File: config.mk
export PLATFORM = sky130hd
export DESIGN_NAME = seg7_scan_driver_flat
export DESIGN_NICKNAME = d
export VERILOG_FILES = /design/src/rtl/seg7_scan_driver_pkg.sv /design/src/rtl/seg7_scan_driver_if.sv /design/src/rtl/seg7_scan_driver_bin2bcd.sv /design/src/rtl/seg7_scan_driver.sv /design/src/flat_wrapper.sv
export SDC_FILE = /design/constraint.sdc
export NUM_CORES = 1
export LEC_CHECK = 0
export ABC_AREA = 0
export BUFFER_PORTS_ARGS = -buffer_cell sky130_fd_sc_hd__buf_4
export CAP_MARGIN = 20
export CELL_PAD_IN_SITES_DETAIL_PLACEMENT = 0
export CELL_PAD_IN_SITES_GLOBAL_PLACEMENT = 2
export CORE_MARGIN = 1
export CORE_UTILIZATION = 36
export DETAILED_ROUTE_END_ITERATION = 8
export PLACE_DENSITY = 0.8
export SYNTH_ARGS = -nofsm -noshare
export SYNTH_HDL_FRONTEND = slang
export SYNTH_SLANG_ARGS = --single-unit
File: constraint.sdc
create_clock -name clk -period 2.25 [get_ports clk]
set_clock_uncertainty 0.15 [all_clocks]
set_input_delay 0.225 -clock clk [delete_from_list [all_inputs] [get_ports clk]]
set_output_delay 0.225 -clock clk [all_outputs]
set_load 0.01 [all_outputs]
File: src/rtl/seg7_scan_driver_pkg.sv
// Shared types, glyph table and helper functions for the 7-segment scan driver.
package seg7_scan_driver_pkg;

  typedef enum logic [1:0] {IDLE, SHIFT, COMMIT} conv_state_e;

  // Active-high glyphs, bit order {g,f,e,d,c,b,a}
  localparam logic [6:0] GLYPH_0     = 7'b0111111;
  localparam logic [6:0] GLYPH_1     = 7'b0000110;
  localparam logic [6:0] GLYPH_2     = 7'b1011011;
  localparam logic [6:0] GLYPH_3     = 7'b1001111;
  localparam logic [6:0] GLYPH_4     = 7'b1100110;
  localparam logic [6:0] GLYPH_5     = 7'b1101101;
  localparam logic [6:0] GLYPH_6     = 7'b1111101;
  localparam logic [6:0] GLYPH_7     = 7'b0000111;
  localparam logic [6:0] GLYPH_8     = 7'b1111111;
  localparam logic [6:0] GLYPH_9     = 7'b1101111;
  localparam logic [6:0] GLYPH_DASH  = 7'b1000000;
  localparam logic [6:0] GLYPH_BLANK = 7'b0000000;

  function automatic logic [6:0] digit_to_glyph(input logic [3:0] nibble);
    logic [6:0] g;
    case (nibble)
      4'd0:    g = GLYPH_0;
      4'd1:    g = GLYPH_1;
      4'd2:    g = GLYPH_2;
      4'd3:    g = GLYPH_3;
      4'd4:    g = GLYPH_4;
      4'd5:    g = GLYPH_5;
      4'd6:    g = GLYPH_6;
      4'd7:    g = GLYPH_7;
      4'd8:    g = GLYPH_8;
      4'd9:    g = GLYPH_9;
      default: g = GLYPH_BLANK;
    endcase
    return g;
  endfunction

  function automatic logic [31:0] pow10(input int n);
    logic [31:0] r;
    r = 32'd1;
    for (int i = 0; i < n; i++) r = r * 32'd10;
    return r;
  endfunction

  // Width of a digit index; never below one bit
  function automatic int idx_w(input int n);
    return (n > 1) ? $clog2(n) : 1;
  endfunction

endpackage

File: src/rtl/seg7_scan_driver_if.sv
// Value/load handshake and display bus of the scan driver.
interface seg7_scan_driver_if
  import seg7_scan_driver_pkg::*;
#(
  parameter int NUM_DIGITS = 4,
  parameter int VALUE_W    = 14
);
  localparam int IDX_W = idx_w(NUM_DIGITS);

  logic [VALUE_W-1:0]    value;
  logic                  load;
  logic                  busy;
  logic                  overflow;
  logic [6:0]            seg;
  logic [NUM_DIGITS-1:0] an;
  logic [IDX_W-1:0]      digit_idx;

  modport master (output value, load, input busy, overflow, seg, an, digit_idx);
  modport slave  (input value, load, output busy, overflow, seg, an, digit_idx);
endinterface

File: src/rtl/seg7_scan_driver_bin2bcd.sv
// Sequential double-dabble converter with a single latest-wins pending slot.
module seg7_scan_driver_bin2bcd
  import seg7_scan_driver_pkg::*;
#(
  parameter int NUM_DIGITS = 4,
  parameter int VALUE_W    = 14
) (
  input  logic                    clk,
  input  logic                    rst,
  input  logic [VALUE_W-1:0]      value,
  input  logic                    load,
  output logic                    busy,
  output logic                    overflow,
  output logic [4*NUM_DIGITS-1:0] bcd
);
  localparam int BCD_W = 4 * NUM_DIGITS;
  localparam int CNT_W = $clog2(VALUE_W + 1);
  localparam logic [31:0]      OVF_LIMIT = pow10(NUM_DIGITS);
  localparam logic [CNT_W-1:0] LAST_BIT  = CNT_W'(VALUE_W - 1);

  conv_state_e        state_q, state_d;
  logic [VALUE_W-1:0] bin_q, pend_val_q, start_val;
  logic [BCD_W-1:0]   work_q, adj;
  logic [CNT_W-1:0]   cnt_q;
  logic               ovf_cand_q, pend_q, start, last_shift;

  function automatic logic [BCD_W-1:0] dabble_adjust(input logic [BCD_W-1:0] b);
    logic [BCD_W-1:0] r;
    r = b;
    for (int k = 0; k < NUM_DIGITS; k++)
      if (b[4*k +: 4] >= 4'd5) r[4*k +: 4] = b[4*k +: 4] + 4'd3;
    return r;
  endfunction

  function automatic logic over_limit(input logic [VALUE_W-1:0] v);
    return 32'(v) >= OVF_LIMIT;
  endfunction

  // A conversion starts from IDLE on load, or straight out of COMMIT when
  // a load arrives now or one is waiting in the pending slot (fresh load wins).
  always_comb begin
    start      = ((state_q == IDLE) && load) || ((state_q == COMMIT) && (load || pend_q));
    start_val  = load ? value : pend_val_q;
    last_shift = (state_q == SHIFT) && (cnt_q == LAST_BIT);
    adj        = dabble_adjust(work_q);
  end

  // State register
  always_ff @(posedge clk or posedge rst) begin
    if (rst) state_q <= IDLE;
    else     state_q <= state_d;
  end

  // Next-state logic
  always_comb begin
    state_d = state_q;
    case (state_q)
      IDLE:    if (load) state_d = SHIFT;
      SHIFT:   if (last_shift) state_d = COMMIT;
      COMMIT:  state_d = (load || pend_q) ? SHIFT : IDLE;
      default: state_d = IDLE;
    endcase
  end

  // FSM outputs
  always_comb begin
    busy = (state_q != IDLE);
  end

  // Control: bit counter, overflow candidate, pending flag
  always_ff @(posedge clk or posedge rst) begin
    if (rst) begin
      cnt_q      <= '0;
      ovf_cand_q <= 1'b0;
      pend_q     <= 1'b0;
    end else begin
      if (start) begin
        cnt_q      <= '0;
        ovf_cand_q <= over_limit(start_val);
      end else if (state_q == SHIFT) begin
        cnt_q <= cnt_q + 1'b1;
      end
      if (state_q == COMMIT)              pend_q <= 1'b0;
      else if ((state_q == SHIFT) && load) pend_q <= 1'b1;
    end
  end

  // Datapath: shift/add-3 working registers and pending value
  always_ff @(posedge clk) begin
    if (start) begin
      bin_q  <= start_val;
      work_q <= '0;
    end else if (state_q == SHIFT) begin
      work_q <= {adj[BCD_W-2:0], bin_q[VALUE_W-1]};
      bin_q  <= bin_q << 1;
    end
    if ((state_q == SHIFT) && load) pend_val_q <= value;
  end

  // Display registers change only in COMMIT so the shown number never tears
  always_ff @(posedge clk or posedge rst) begin
    if (rst) begin
      bcd      <= '0;
      overflow <= 1'b0;
    end else if (state_q == COMMIT) begin
      bcd      <= work_q;
      overflow <= ovf_cand_q;
    end
  end

endmodule

File: src/rtl/seg7_scan_driver.sv
// Multiplexed 7-segment driver: BCD conversion, digit scan, blanking, polarity.
module seg7_scan_driver
  import seg7_scan_driver_pkg::*;
#(
  parameter int NUM_DIGITS     = 4,
  parameter int VALUE_W        = 14,
  parameter int SCAN_DIV       = 1000,
  parameter int SEG_ACTIVE_LOW = 1,
  parameter int AN_ACTIVE_LOW  = 1,
  parameter int BLANK_LEADING  = 1
) (
  input logic               clk,
  input logic               rst,
  seg7_scan_driver_if.slave bus
);
  localparam int IDX_W = idx_w(NUM_DIGITS);
  localparam int PRE_W = (SCAN_DIV > 1) ? $clog2(SCAN_DIV) : 1;
  localparam logic [6:0]            SEG_OFF = (SEG_ACTIVE_LOW != 0) ? 7'h7F : 7'h00;
  localparam logic [NUM_DIGITS-1:0] AN_OFF  = (AN_ACTIVE_LOW != 0) ? {NUM_DIGITS{1'b1}} : '0;

  logic [4*NUM_DIGITS-1:0] bcd_disp;
  logic                    ovf_disp, busy_w;
  logic [PRE_W-1:0]        presc_q;
  logic [IDX_W-1:0]        idx_q;
  logic [3:0]              nib_p0;
  logic                    upper_zero_p0;
  logic [6:0]              glyph_p0, seg_p1;
  logic [NUM_DIGITS-1:0]   onehot_p0, an_p1;

  seg7_scan_driver_bin2bcd #(
    .NUM_DIGITS (NUM_DIGITS),
    .VALUE_W    (VALUE_W)
  ) u_conv (
    .clk      (clk),
    .rst      (rst),
    .value    (bus.value),
    .load     (bus.load),
    .busy     (busy_w),
    .overflow (ovf_disp),
    .bcd      (bcd_disp)
  );

  // Prescaler and digit index: free-running, independent of conversion
  always_ff @(posedge clk or posedge rst) begin
    if (rst) begin
      presc_q <= '0;
      idx_q   <= '0;
    end else if (presc_q == PRE_W'(SCAN_DIV - 1)) begin
      presc_q <= '0;
      idx_q   <= (idx_q == IDX_W'(NUM_DIGITS - 1)) ? '0 : idx_q + 1'b1;
    end else begin
      presc_q <= presc_q + 1'b1;
    end
  end

  // Stage p0: pick nibble, decide dash/blank/digit, all in active-high form
  always_comb begin
    nib_p0        = 4'd0;
    upper_zero_p0 = 1'b1;
    for (int k = 0; k < NUM_DIGITS; k++) begin
      if (k == int'(idx_q)) nib_p0 = bcd_disp[4*k +: 4];
      if ((k >= int'(idx_q)) && (bcd_disp[4*k +: 4] != 4'd0)) upper_zero_p0 = 1'b0;
    end
    if (ovf_disp)
      glyph_p0 = GLYPH_DASH;
    else if ((BLANK_LEADING != 0) && (idx_q != '0) && upper_zero_p0)
      glyph_p0 = GLYPH_BLANK;
    else
      glyph_p0 = digit_to_glyph(nib_p0);
    onehot_p0 = NUM_DIGITS'(1) << idx_q;
  end

  // Stage p1: output registers, polarity applied here only
  always_ff @(posedge clk or posedge rst) begin
    if (rst) begin
      seg_p1 <= SEG_OFF;
      an_p1  <= AN_OFF;
    end else begin
      seg_p1 <= (SEG_ACTIVE_LOW != 0) ? ~glyph_p0 : glyph_p0;
      an_p1  <= (AN_ACTIVE_LOW != 0) ? ~onehot_p0 : onehot_p0;
    end
  end

  assign bus.seg       = seg_p1;
  assign bus.an        = an_p1;
  assign bus.digit_idx = idx_q;
  assign bus.busy      = busy_w;
  assign bus.overflow  = ovf_disp;

endmodule
File: src/flat_wrapper.sv
// flat-port wrapper written by rule: the top's interface ports become plain ports
module seg7_scan_driver_flat import seg7_scan_driver_pkg::*;
#(
  parameter int NUM_DIGITS     = 4,
  parameter int VALUE_W        = 14,
  parameter int SCAN_DIV       = 1000,
  parameter int SEG_ACTIVE_LOW = 1,
  parameter int AN_ACTIVE_LOW  = 1,
  parameter int BLANK_LEADING  = 1
)
  (clk, rst, bus_value, bus_load, bus_busy, bus_overflow, bus_seg, bus_an, bus_digit_idx);
  seg7_scan_driver_if #(.NUM_DIGITS(NUM_DIGITS), .VALUE_W(VALUE_W)) bus_i ();
  input logic clk;
  input logic rst;
  input wire logic [$bits(bus_i.value)-1:0] bus_value;
  input wire logic [$bits(bus_i.load)-1:0] bus_load;
  output wire logic [$bits(bus_i.busy)-1:0] bus_busy;
  output wire logic [$bits(bus_i.overflow)-1:0] bus_overflow;
  output wire logic [$bits(bus_i.seg)-1:0] bus_seg;
  output wire logic [$bits(bus_i.an)-1:0] bus_an;
  output wire logic [$bits(bus_i.digit_idx)-1:0] bus_digit_idx;
  assign bus_i.value = bus_value;
  assign bus_i.load = bus_load;
  assign bus_busy = bus_i.busy;
  assign bus_overflow = bus_i.overflow;
  assign bus_seg = bus_i.seg;
  assign bus_an = bus_i.an;
  assign bus_digit_idx = bus_i.digit_idx;
  seg7_scan_driver #(.NUM_DIGITS(NUM_DIGITS), .VALUE_W(VALUE_W), .SCAN_DIV(SCAN_DIV), .SEG_ACTIVE_LOW(SEG_ACTIVE_LOW), .AN_ACTIVE_LOW(AN_ACTIVE_LOW), .BLANK_LEADING(BLANK_LEADING)) u_core (.clk(clk), .rst(rst), .bus(bus_i));
endmodule
# Word level (Yosys, flattened, before mapping)
# Memory sizes are Yosys's and may differ from the RTL's.
# Index checks and enable logic that the tools add are counted.
totals:
  inputBits: 17
  reg_bits: 92
  output_inout_bits: 15
  memories: 1
  word_cells: 90
  romBits: 112
classes:
  shift: 1
  n_eq_ne: 10
  n_lt_le_gt_ge: 8
  n_reduce_logical: 21
  n_mux: 27
  n_bitwise: 2
  n_addsub: 7
mem_list:
  columns: ["name", "words", "width", "read_ports", "rd_ports_with_merged_regs", "wr", "line", "source"]
  rows:
  - ["(name not given)", 16, 7, 1, 0, 0, "seg7_scan_driver_pkg.sv:22", "case (nibble)"]
ops:
  columns: ["operator", "n"]
  rows:
  - ["$mux 14", 3]
  - ["$mux 4", 9]
  - ["$ge 4x3->1 const B", 4]
  - ["$reduce_bool 4->1", 4]
  - ["$ge 14x14->1 const B", 1]
  - ["$mux 7", 2]
  - ["$add 4x2->4 const B", 3]
  - ["$add 10x1->10 const B", 1]
  - ["$eq 10x10->1 const B", 1]
  - ["$mux 10", 1]
  - ["$logic_and 1x1->1", 8]
  - ["$reduce_bool 2->1", 4]
  - ["$mux 1", 7]
  - ["$not 7->7", 1]
  - ["$mux 2", 3]
  - ["$pmux 2 s3", 1]
  - ["$add 4x1->4 const B", 1]
  - ["$eq 2x2->1 const A", 2]
  - ["$eq 2x2->1 const B", 2]
  - ["$eq 4x4->1 const B", 1]
  - ["$ge 1x2->1 const A", 2]
  - ["$logic_not 2->1", 2]
  - ["$ne 2x2->1 const B", 2]
  - ["$not 4->4", 1]
  - ["other kinds (9)", 10]

# Logic depth before layout (Yosys ltp)
# Gate-level depths: netlist of the first run.
logic_depth:
  word_depth: 10
  mapped_depth: 12

# Cells and area by module
# A second synthesis of the first run with hierarchy kept.
unflattened:
  cells_unflattened: 401
  hier_area_um2: 4376.7
modules_own_cells:
  columns: ["mod", "cells_per_inst", "seq_area_each_um2", "n_inst", "area_each_um2"]
  rows:
  - ["seg7_scan_driver_bin2bcd", 265, 1786.7, 1, 3025.4]
  - ["seg7_scan_driver", 136, 589.3, 1, 1351.3]

# Least setup slack after synthesis of the first run
# No wires, ideal clock.
synth_timing:
  path_kind: "register to register"
  from: "register u_core.idx_q[0] (netlist: u_core.bus.digit_idx[0])"
  to: "register u_core.seg_p1[0] (netlist: u_core.bus.seg[0])"
  setup_slack_ns: -0.271
  period_less_slack_ns: 2.521
  arrival_time_ns: 2.283
  path_buffers: 0
  required_ns: 2.012
  path_stages_with_launch: 10
  path_cell_list: "dfrtp_1 inv_1 ha_1 inv_1 o311ai_0 inv_1 ha_1 mux2_2 nor2_1 o21ai_0"
synth_via:
  elab_chain_len: 10
  elab_cells_between_ends: 24
synth_rtl:
  columns: ["item", "line", "source"]
  rows:
  - ["start: declaration", "seg7_scan_driver.sv:24", "logic [IDX_W-1:0] idx_q;"]
  - ["start signal: assignment", "seg7_scan_driver.sv:50", "idx_q <= (idx_q == IDX_W'(NUM_DIGITS - 1)) ? '0 : idx_q + 1'b1;"]
  - ["branches (longest 7 deep; another with $mem_v2 16x7)", null, null]
  - ["$mux 7 *", "seg7_scan_driver.sv:66", "else if ((BLANK_LEADING != 0) && (idx_q != '0) && upper_zero_p0)"]
  - ["$mux 7 *", "seg7_scan_driver.sv:64", "if (ovf_disp)"]
  - ["$not 7->7 *", "seg7_scan_driver.sv:79", "seg_p1 <= (SEG_ACTIVE_LOW != 0) ? ~glyph_p0 : glyph_p0;"]
  - ["end signal: assignment", "seg7_scan_driver.sv:79", null]
  - ["end: declaration", "seg7_scan_driver.sv:27", "logic [6:0] glyph_p0, seg_p1;"]
# Every way passes the cells marked *.
# A chain may end at the register's enable or synchronous reset.

# Final worst setup path of the first run
layout_timing:
  from: "register u_core.idx_q[0] (netlist: u_core.bus.digit_idx[0])"
  to: "register u_core.seg_p1[4] (netlist: u_core.bus.seg[4])"
# The elaborated chain is that of the path after synthesis.

==> qor.log, run 1 <==
qor: final_layout.commonest_cells_after_routing_fill_and_taps_aside sky130_fd_sc_hd__buf_4 (49), sky130_fd_sc_hd__o21ai_0 (46), sky130_fd_sc_hd__nand2_1 (40)
qor: critical_path.worst_ep_required_time 2370 ps
qor: logic_synthesis.synth_seq_area_share 54.4%
qor: routing.antenna_violating_nets_post_route 0
qor: logic_synthesis.asyncSetResetFlopFracSynth 52.2%
qor: timing.setup_violations 0
qor: die.fp.coreArea 11600 µm²
qor: placed_design.place_congestion 0.833
qor: pwr.cellLeakagePower 2.30 nW
qor: global_routing.grt_first_pass_wirelength 15.0 mm
qor: cts.clk_pin_slew_worst_paths 60 ps
qor: timing.relative_slew_slack 68.5%
qor: logic_synthesis.synth.distinct_cells 51
qor: critical_path.startpoint_type flip-flop
qor: logic_synthesis.number_of_enable_flip_flop_cells_after_synthesis 28
qor: final_layout.layout_commonest_cell sky130_fd_sc_hd__buf_4
qor: final_layout.flow.area_growth_from_synthesis 24.2%
qor: routing.drt_first_pass_iters 8
qor: cts.cts_made_buffers 9
qor: logic_synthesis.synthesis.nets 450
qor: critical_path.end_kind flip-flop
qor: routing.via_count 3027
qor: placed_design.dpl.hpwl 6.13 mm
qor: die.design.die.area 12600 µm²
qor: die.chipWidth 112 µm
qor: pwr.power_frac_comb 33.3%
qor: pwr.power.share.clock 23.4%
qor: timing.post_route_setup_tns 0 ps
qor: final_layout.drive_gt1_share 24.3%
qor: routing.wirelength 8.78 mm
qor: logic_synthesis.synth_largest_type_area_fraction 21.2%
qor: cts.max-clock-path-buffers 2
qor: pwr.switching_share 33.3%
qor: timing.period_share 98.5%
qor: cts.clkLatencyLatePin 340 ps
qor: routing.drt_first_iter_violations 128
qor: logic_synthesis.syn_area_per_cell 10.6 µm²
qor: pwr.total_power_draw 6.26 mW
qor: die.die_ht 112 µm
qor: global_routing.grt_antenna_before_repair 0
qor: cts.clkSinkCount 92
qor: outcome.outcome complete, but fails checks
qor: critical_path.critPathMaxFanout 5
qor: timing.rsz0062_at_grt yes
qor: outcome.violations_in_the_final_reports design-rule violations
qor: cts.cts.root.buffer_cell sky130_fd_sc_hd__clkbuf_16
qor: timing.finalHoldViolCount 0
qor: timing.slew_violations 0
qor: final_layout.final_nets 510
qor: critical_path.cp_data_arrival_time 2340 ps
qor: logic_synthesis.number_of_storage_elements_in_the_synthesis_netlist 92
qor: logic_synthesis.synth_top_cell_by_area sky130_fd_sc_hd__dfrtp_1
qor: routing.route.detailed.vias_per_inst 4.88
qor: logic_synthesis.synthesis.area 4370 µm²
qor: routing.detail_route.drc_violations 3
qor: final_layout.diodes 0
qor: logic_synthesis.synth_cells 412
qor: global_routing.global_route.overflow_total 0
qor: logic_synthesis.synth_top_area_cells sky130_fd_sc_hd__dfrtp_1 (21%), sky130_fd_sc_hd__edfxtp_1 (19%), sky130_fd_sc_hd__dfxtp_1 (7.3%)
qor: die.num_rows 39
qor: global_routing.grt_max_degree 30
qor: die.design.portCount 32
qor: global_routing.grt_use_total 15.3%
qor: min_path.hold_path.class in -> reg
qor: cts.max_h_tree_level 3
qor: timing.fmax 451 MHz
qor: logic_synthesis.top_ff_cell_synth sky130_fd_sc_hd__dfrtp_1
qor: critical_path.worstSetupPathType reg -> reg
qor: die.initial_core_util 37.6%
qor: timing.max_slew.worst_pin.slew 472 ps
qor: placed_design.port_buffers 31
qor: pwr.internal_power 4.18 mW
qor: logic_synthesis.yosys_warnings 0
qor: timing.min_period 2220 ps
qor: pwr.power.density_cell_area 1150 nW/µm²
qor: pwr.switching_power 2.09 mW
qor: pwr.irDropWorstVdd 0.000568 V
qor: cts.tritoncts_clock_tree done
qor: job.timing.max_cap.violations 0
qor: pwr.pwr-share-seq 43.3%
qor: global_routing.via_count_of_the_first_global_routing_pass 3039
qor: routing.route.detailed.wl_per_inst 14.2 µm
-- logic make-up (layout without fill, tap and decap cells) --
family / count (synthesis) / in the layout / share of synthesized area [%]
compound gates: 86 / 86 / 11.5
simple gates: 135 / 135 / 15.2
mux: 26 / 26 / 6.38
xor+xnor: 13 / 13 / 2.61
buf+inv: 39 / 104 / 3.89
flops: 92 / 92 / 54.4
fa+ha+maj: 21 / 21 / 6.01
-- metal layers --
| layer | share of wire [%] | vias up | GRT usage [%] |
|---|---|---|---|
| li1 | - | 1554 | - |
| met1 | 51 | 1427 | 21.2 |
| met2 | 44 | 35 | 23.0 |
| met3 | 2.2 | 11 | 2.75 |
| met4 | 2.1 | 0 | 7.73 |
| met5 | 0 | - | 0 |
-- per-stage QoR --
stage | util, % | hold slack (ps) | instances | worst slack [ps] | instance area, µm²
after global placement | 42.1 | 134 | 587 | 28.4 | 4890
after floorplan | - | 174 | 412 | 0.791 | 4390
final | 46.7 | 275 | 620 | 34.7 | 5430
after global routing | 46.7 | 306 | 620 | -60.4 | 5430
after detailed placement | 42.1 | 136 | 587 | -68.5 | 4890
after CTS | 46.2 | 259 | 618 | 13.7 | 5360
-- worst max-delay path, cell delays in order (launching register included) --
cell                       delay, ps
sky130_fd_sc_hd__dfrtp_2         480
sky130_fd_sc_hd__inv_4           110
sky130_fd_sc_hd__ha_4            150
sky130_fd_sc_hd__nand2_2          60
sky130_fd_sc_hd__o211ai_1        260
sky130_fd_sc_hd__o311ai_4        180
sky130_fd_sc_hd__buf_6           160
sky130_fd_sc_hd__ha_2            180
sky130_fd_sc_hd__mux2_2          270
sky130_fd_sc_hd__a31oi_1         160
-- final cells by class --
type	instances	area [µm²]
Tap cell	143	179
Timing Repair Buffer	68	589
Sequential cell	92	2380
Clock inverter	5	52.6
Inverter	20	77.6
Clock buffer	11	233
Fill cell	1067	6190
Multi-Input combinational cell	281	1920
-- path summary, 6_finish.rpt --
path                                                     start  slack, ps  cells past startpoint                                   end
min in group asynchronous                                  rst        340                      3      u_core.u_conv.pend_q$_DFFE_PP0P_
hold reg to reg                    u_core.presc_q[0]$_DFF_PP0_        310                      1           u_core.presc_q[0]$_DFF_PP0_
hold / removal                                        bus_load        280                      4  u_core.u_conv.work_q[3]$_SDFFE_PN0P_
setup / recovery           u_core.bus.digit_idx[0]$_DFFE_PP0N_         30                      9           u_core.bus.seg[4]$_DFF_PP1_
setup reg to reg           u_core.bus.digit_idx[0]$_DFFE_PP0N_         30                      9           u_core.bus.seg[4]$_DFF_PP1_
max in group asynchronous                                  rst       1090                      4    u_core.u_conv.cnt_q[0]$_DFFE_PP0P_
-- cells in the mapped netlist, types with 2 or more instances --
library cell and instances:
sky130_fd_sc_hd__dfrtp_1 37, sky130_fd_sc_hd__xnor2_1 8, sky130_fd_sc_hd__dfstp_2 11, sky130_fd_sc_hd__and2_1 2
sky130_fd_sc_hd__nor4_1 4, sky130_fd_sc_hd__nor3b_1 5, sky130_fd_sc_hd__nand2_1 41, sky130_fd_sc_hd__dfxtp_1 16
sky130_fd_sc_hd__clkbuf_1 11, sky130_fd_sc_hd__xor2_1 5, sky130_fd_sc_hd__mux2_2 11, sky130_fd_sc_hd__a21o_1 2
sky130_fd_sc_hd__nand3_1 22, sky130_fd_sc_hd__o21ai_1 2, sky130_fd_sc_hd__o21ai_0 47, sky130_fd_sc_hd__nand2b_1 8
sky130_fd_sc_hd__mux2i_1 14, sky130_fd_sc_hd__buf_2 4, sky130_fd_sc_hd__or2_2 3, sky130_fd_sc_hd__nand4_1 3
sky130_fd_sc_hd__nand3b_1 2, sky130_fd_sc_hd__edfxtp_1 28, sky130_fd_sc_hd__o211ai_1 2, sky130_fd_sc_hd__a21oi_1 19
sky130_fd_sc_hd__a31oi_1 2, sky130_fd_sc_hd__o22ai_1 3, sky130_fd_sc_hd__ha_1 21, sky130_fd_sc_hd__nor2_1 30
sky130_fd_sc_hd__nor3_1 4, sky130_fd_sc_hd__inv_1 20, sky130_fd_sc_hd__nor2b_1 4, sky130_fd_sc_hd__buf_6 2
-- power groups by stage --
stage          Clock [mW]  Sequential, mW  Combinational [mW]
5_1_grt              1.57            2.79                2.39
3_5_place_dp            0            2.74                2.02
2_1_floorplan           0            2.65                1.45
6_report             1.47            2.71                2.08
4_1_cts              1.52            2.72                2.07
3_3_place_gp            0            2.73                1.99
-- state kept, by name (all words and copies together), names as in the netlist, 4 cells and up --
signal / flops
u_core.u_conv.cnt_q: 4
u_core.u_conv.bin_q: 14
u_core.u_conv.pend_val_q: 14
u_core.bus.an: 4
u_core.bus.seg: 7
u_core.presc_q: 10
u_core.u_conv.bcd: 16
u_core.u_conv.work_q: 16
-- what timing repair did --
| item | in CTS | in global routing |
|---|---|---|
| hold buffers | 15 | 0 |
| buffers inserted | 0 | 2 |
| pin swaps | 3 | 7 |
| resized for setup | 9 | 15 |
| hold endpoints to repair | 23 | 0 |
| setup endpoints to repair | 5 | 5 |
(Power assumes the default switching activity.)
==> run 2, diff against run 1 <==
Settings changed: BUFFER_PORTS_ARGS -buffer_cell sky130_fd_sc_hd__buf_4 to not set, CORE_UTILIZATION 36 to 38, DONT_BUFFER_PORTS set to 1, GPL_TIMING_DRIVEN set to 0.
==> run 2 against run 1 <==
The flow finishes with violations (negative setup slack). Global-route usage up 1.1 points. Fmax down 2.6%. Routed wire length about the same. Power up 2.8%. Critical path depth up 2. Sequential share of layout area up 1.1 points. Sequential cell count unchanged. Worst setup slack worse by 59 ps. Combinational power down 6%.
==> qor.log, run 2 (synthesis gave the netlist of run 1 again) <==
qor: outcome.outcome complete, but fails checks
qor: outcome.violations_in_the_final_reports negative setup slack
qor: timing.fin_hold_ws 8.81 ps [-266 ps]
qor: placed_design.port_buffers 0 [-100%]
qor: critical_path.critical_path.reg2reg.endpoint u_core.bus.seg[3]$_DFF_PP1_
qor: routing.drt_first_pass_iters 4 [-4]
qor: pwr.irDropWorstVdd 0.000832 V [+47%]
qor: final_layout.diodes 0 [unchanged]
qor: die.design.portCount 32 [unchanged]
qor: cts.clk_pin_slew_worst_paths 70 ps [about the same]
qor: cts.tritoncts_clock_tree done
qor: routing.route.detailed.wl_per_inst 14.7 µm [+3.8%]
qor: timing.layout_setup_ws -24.1 ps [-58.8 ps]
qor: critical_path.worst_ep_required_time 2360 ps [about the same]
qor: die.chipWidth 109 µm [-2.6%]
qor: placed_design.dpl.hpwl 6.02 mm [-1.9%]
qor: die.design.die.area 11900 µm² [-5.2%]
qor: min_path.hold_path.class in -> reg
qor: min_path.hold-path-cell-count 2 [-2]
qor: critical_path.worst_r2r_startpoint u_core.bus.digit_idx[0]$_DFFE_PP0N_
qor: critical_path.end_kind flip-flop
qor: routing.antenna_violating_nets_post_route 0 [unchanged]
qor: timing.relative_slew_slack 58.2% [-10 points]
qor: cts.cts_made_buffers 9 [unchanged]
qor: final_layout.layout_commonest_cell sky130_fd_sc_hd__o21ai_0
qor: timing.fmax 440 MHz [-2.6%]
qor: pwr.power.density_cell_area 1210 nW/µm² [+5.2%]
qor: final_layout.biggestRegsByFlops u_core.u_conv.bcd (16), u_core.u_conv.work_q (16)
qor: critical_path.critPathMaxFanout 5 [unchanged]
qor: timing.period_share 101% [+2.6 points]
qor: final_layout.commonest_cells_after_routing_fill_and_taps_aside sky130_fd_sc_hd__o21ai_0 (46), sky130_fd_sc_hd__nand2_1 (40), sky130_fd_sc_hd__dfrtp_1 (35)
qor: timing.slew_violations 0 [unchanged]
qor: critical_path.worstSetupPathType reg -> reg
qor: timing.max_slew.worst_pin.slew 625 ps [+154 ps]
qor: global_routing.via_count_of_the_first_global_routing_pass 2990 [-1.6%]
qor: cts.clkLatencyLatePin 340 ps [about the same]
qor: timing.setup_violations 1 [+1]
qor: routing.wirelength 8.78 mm [about the same]
qor: timing.post_route_setup_tns -24.1 ps [-24.1 ps]
qor: die.fp.coreArea 11000 µm² [-5.0%]
qor: pwr.cellLeakagePower 2.18 nW [-5.1%]
qor: routing.drt_first_iter_violations 209 [+63%]
qor: final_layout.layout.cells.non_filler 597 [-3.7%]
qor: critical_path.startpoint_type flip-flop
qor: timing.rsz0062_at_grt yes
qor: global_routing.grt_antenna_before_repair 0 [unchanged]
qor: min_path.holdCritStartpoint bus_value[6]
qor: placed_design.post-place-cells 553 [-5.8%]
qor: global_routing.global_route.overflow_total 0 [unchanged]
qor: die.die_ht 109 µm [-2.6%]
qor: global_routing.grt_max_degree 28 [-6.7%]
qor: cts.max-clock-path-buffers 2 [unchanged]
qor: routing.detail_route.drc_violations 0 [-3]
qor: placed_design.place_congestion 0.734 [-12%]
qor: min_path.min_to u_core.u_conv.bin_q[6]$_DFFE_PP_
qor: timing.min_period 2270 ps [+58.8 ps]
qor: global_routing.grt_use_total 16.4% [+1.1 points]
qor: critical_path.cp_data_arrival_time 2380 ps [+40 ps]
qor: cts.clkSinkCount 92 [unchanged]
qor: critical_path.reg2reg_depth 11 [+2]
qor: final_layout.drive_gt1_share 21.4% [-2.9 points]
qor: cts.cts.root.buffer_cell sky130_fd_sc_hd__clkbuf_16
qor: cts.max_h_tree_level 3 [unchanged]
qor: job.timing.max_cap.violations 0 [unchanged]
qor: global_routing.grt_first_pass_wirelength 14.9 mm [-0.46%]
qor: routing.route.detailed.vias_per_inst 5.02 [+2.8%]
qor: placed_design.place_ws -287 ps [-219 ps]
qor: die.initial_core_util 39.6% [+2.0 points]
qor: timing.finalHoldViolCount 0 [unchanged]
qor: pwr.total_power_draw 6.44 mW [+2.8%]
qor: die.num_rows 38 [-2.6%]
qor: critical_path.reg2reg_setup_slack -20 ps [-60 ps]
qor: final_layout.final_nets 490 [-3.9%]
qor: routing.via_count 2997 [-0.99%]
qor: final_layout.flow.area_growth_from_synthesis 21.2%
run 2: critical path, cell delays in order, from the launching register on:
cell                       delay [ps]
sky130_fd_sc_hd__dfrtp_2          500
sky130_fd_sc_hd__inv_4            120
sky130_fd_sc_hd__ha_4             180
sky130_fd_sc_hd__buf_6            110
sky130_fd_sc_hd__nand2b_4          40
sky130_fd_sc_hd__o22a_1           190
sky130_fd_sc_hd__and2_4           150
sky130_fd_sc_hd__buf_8            120
sky130_fd_sc_hd__ha_4             230
sky130_fd_sc_hd__mux2_4           270
sky130_fd_sc_hd__nor2_2            70
sky130_fd_sc_hd__o21ai_1           70
run 2: worst max path at each step:
stage	cells past startpoint	slack (ps)	to	from
3_3_place_gp	9	-280	u_core.bus.seg[0]$_DFF_PP1_	u_core.bus.digit_idx[0]$_DFFE_PP0N_
4_1_cts	10	-70	u_core.bus.seg[3]$_DFF_PP1_	u_core.bus.digit_idx[1]$_DFFE_PP0N_
2_1_floorplan	10	0.8	u_core.bus.seg[3]$_DFF_PP1_	u_core.bus.digit_idx[0]$_DFFE_PP0N_
3_5_place_dp	9	-290	u_core.bus.seg[0]$_DFF_PP1_	u_core.bus.digit_idx[0]$_DFFE_PP0N_
5_1_grt	11	-100	u_core.bus.seg[3]$_DFF_PP1_	u_core.bus.digit_idx[0]$_DFFE_PP0N_
6_report	11	-20	u_core.bus.seg[3]$_DFF_PP1_	u_core.bus.digit_idx[0]$_DFFE_PP0N_
run 2: through the flow:
stage | utilization (%) | area, µm²
after global routing | 48.0 | 5300
after detailed placement | 41.5 | 4580
after global placement | 41.4 | 4560
after CTS | 47.4 | 5230
after floorplan | - | 4390
final | 48.0 | 5300
run 2: layer usage:
metal | vias to the layer above | part of all wire (%) | GRT usage (%)
met1 | 1420 | 49 | 22.1
met5 | - | 0 | 0
met2 | 57 | 46 | 25.7
met4 | 0 | 1.2 | 5.43
met3 | 6 | 3.3 | 4.00
li1 | 1514 | - | -
run 2: final cells by class:
cell class | count | area [µm²]
clock buffers | 9 | 225
repair buffers | 31 | 287
inverters | 20 | 80.1
plain buffers | 17 | 88.8
fillers | 1013 | 5730
flip-flops and latches | 92 | 2380
clock inverters | 7 | 123
well taps | 140 | 175
multi-input cells | 281 | 1940
run 2: timing repair:
action                                  4_1_cts  5_1_grt
hold buffers                                 15        0
hold endpoints to repair                     36        0
gates resized for setup                      21       17
pin swaps                                    12       13
endpoints found under the setup margin       35       21
cloned                                        0        0
setup buffers                                 8        7
run 2: power by group:
part | leakage [nW] | total [mW] | switching, mW | internal, mW
clock network | 0.168 | 1.74 | 0.649 | 1.10
logic | 1.01 | 1.95 | 1.09 | 0.860
registers | 1.01 | 2.74 | 0.373 | 2.37
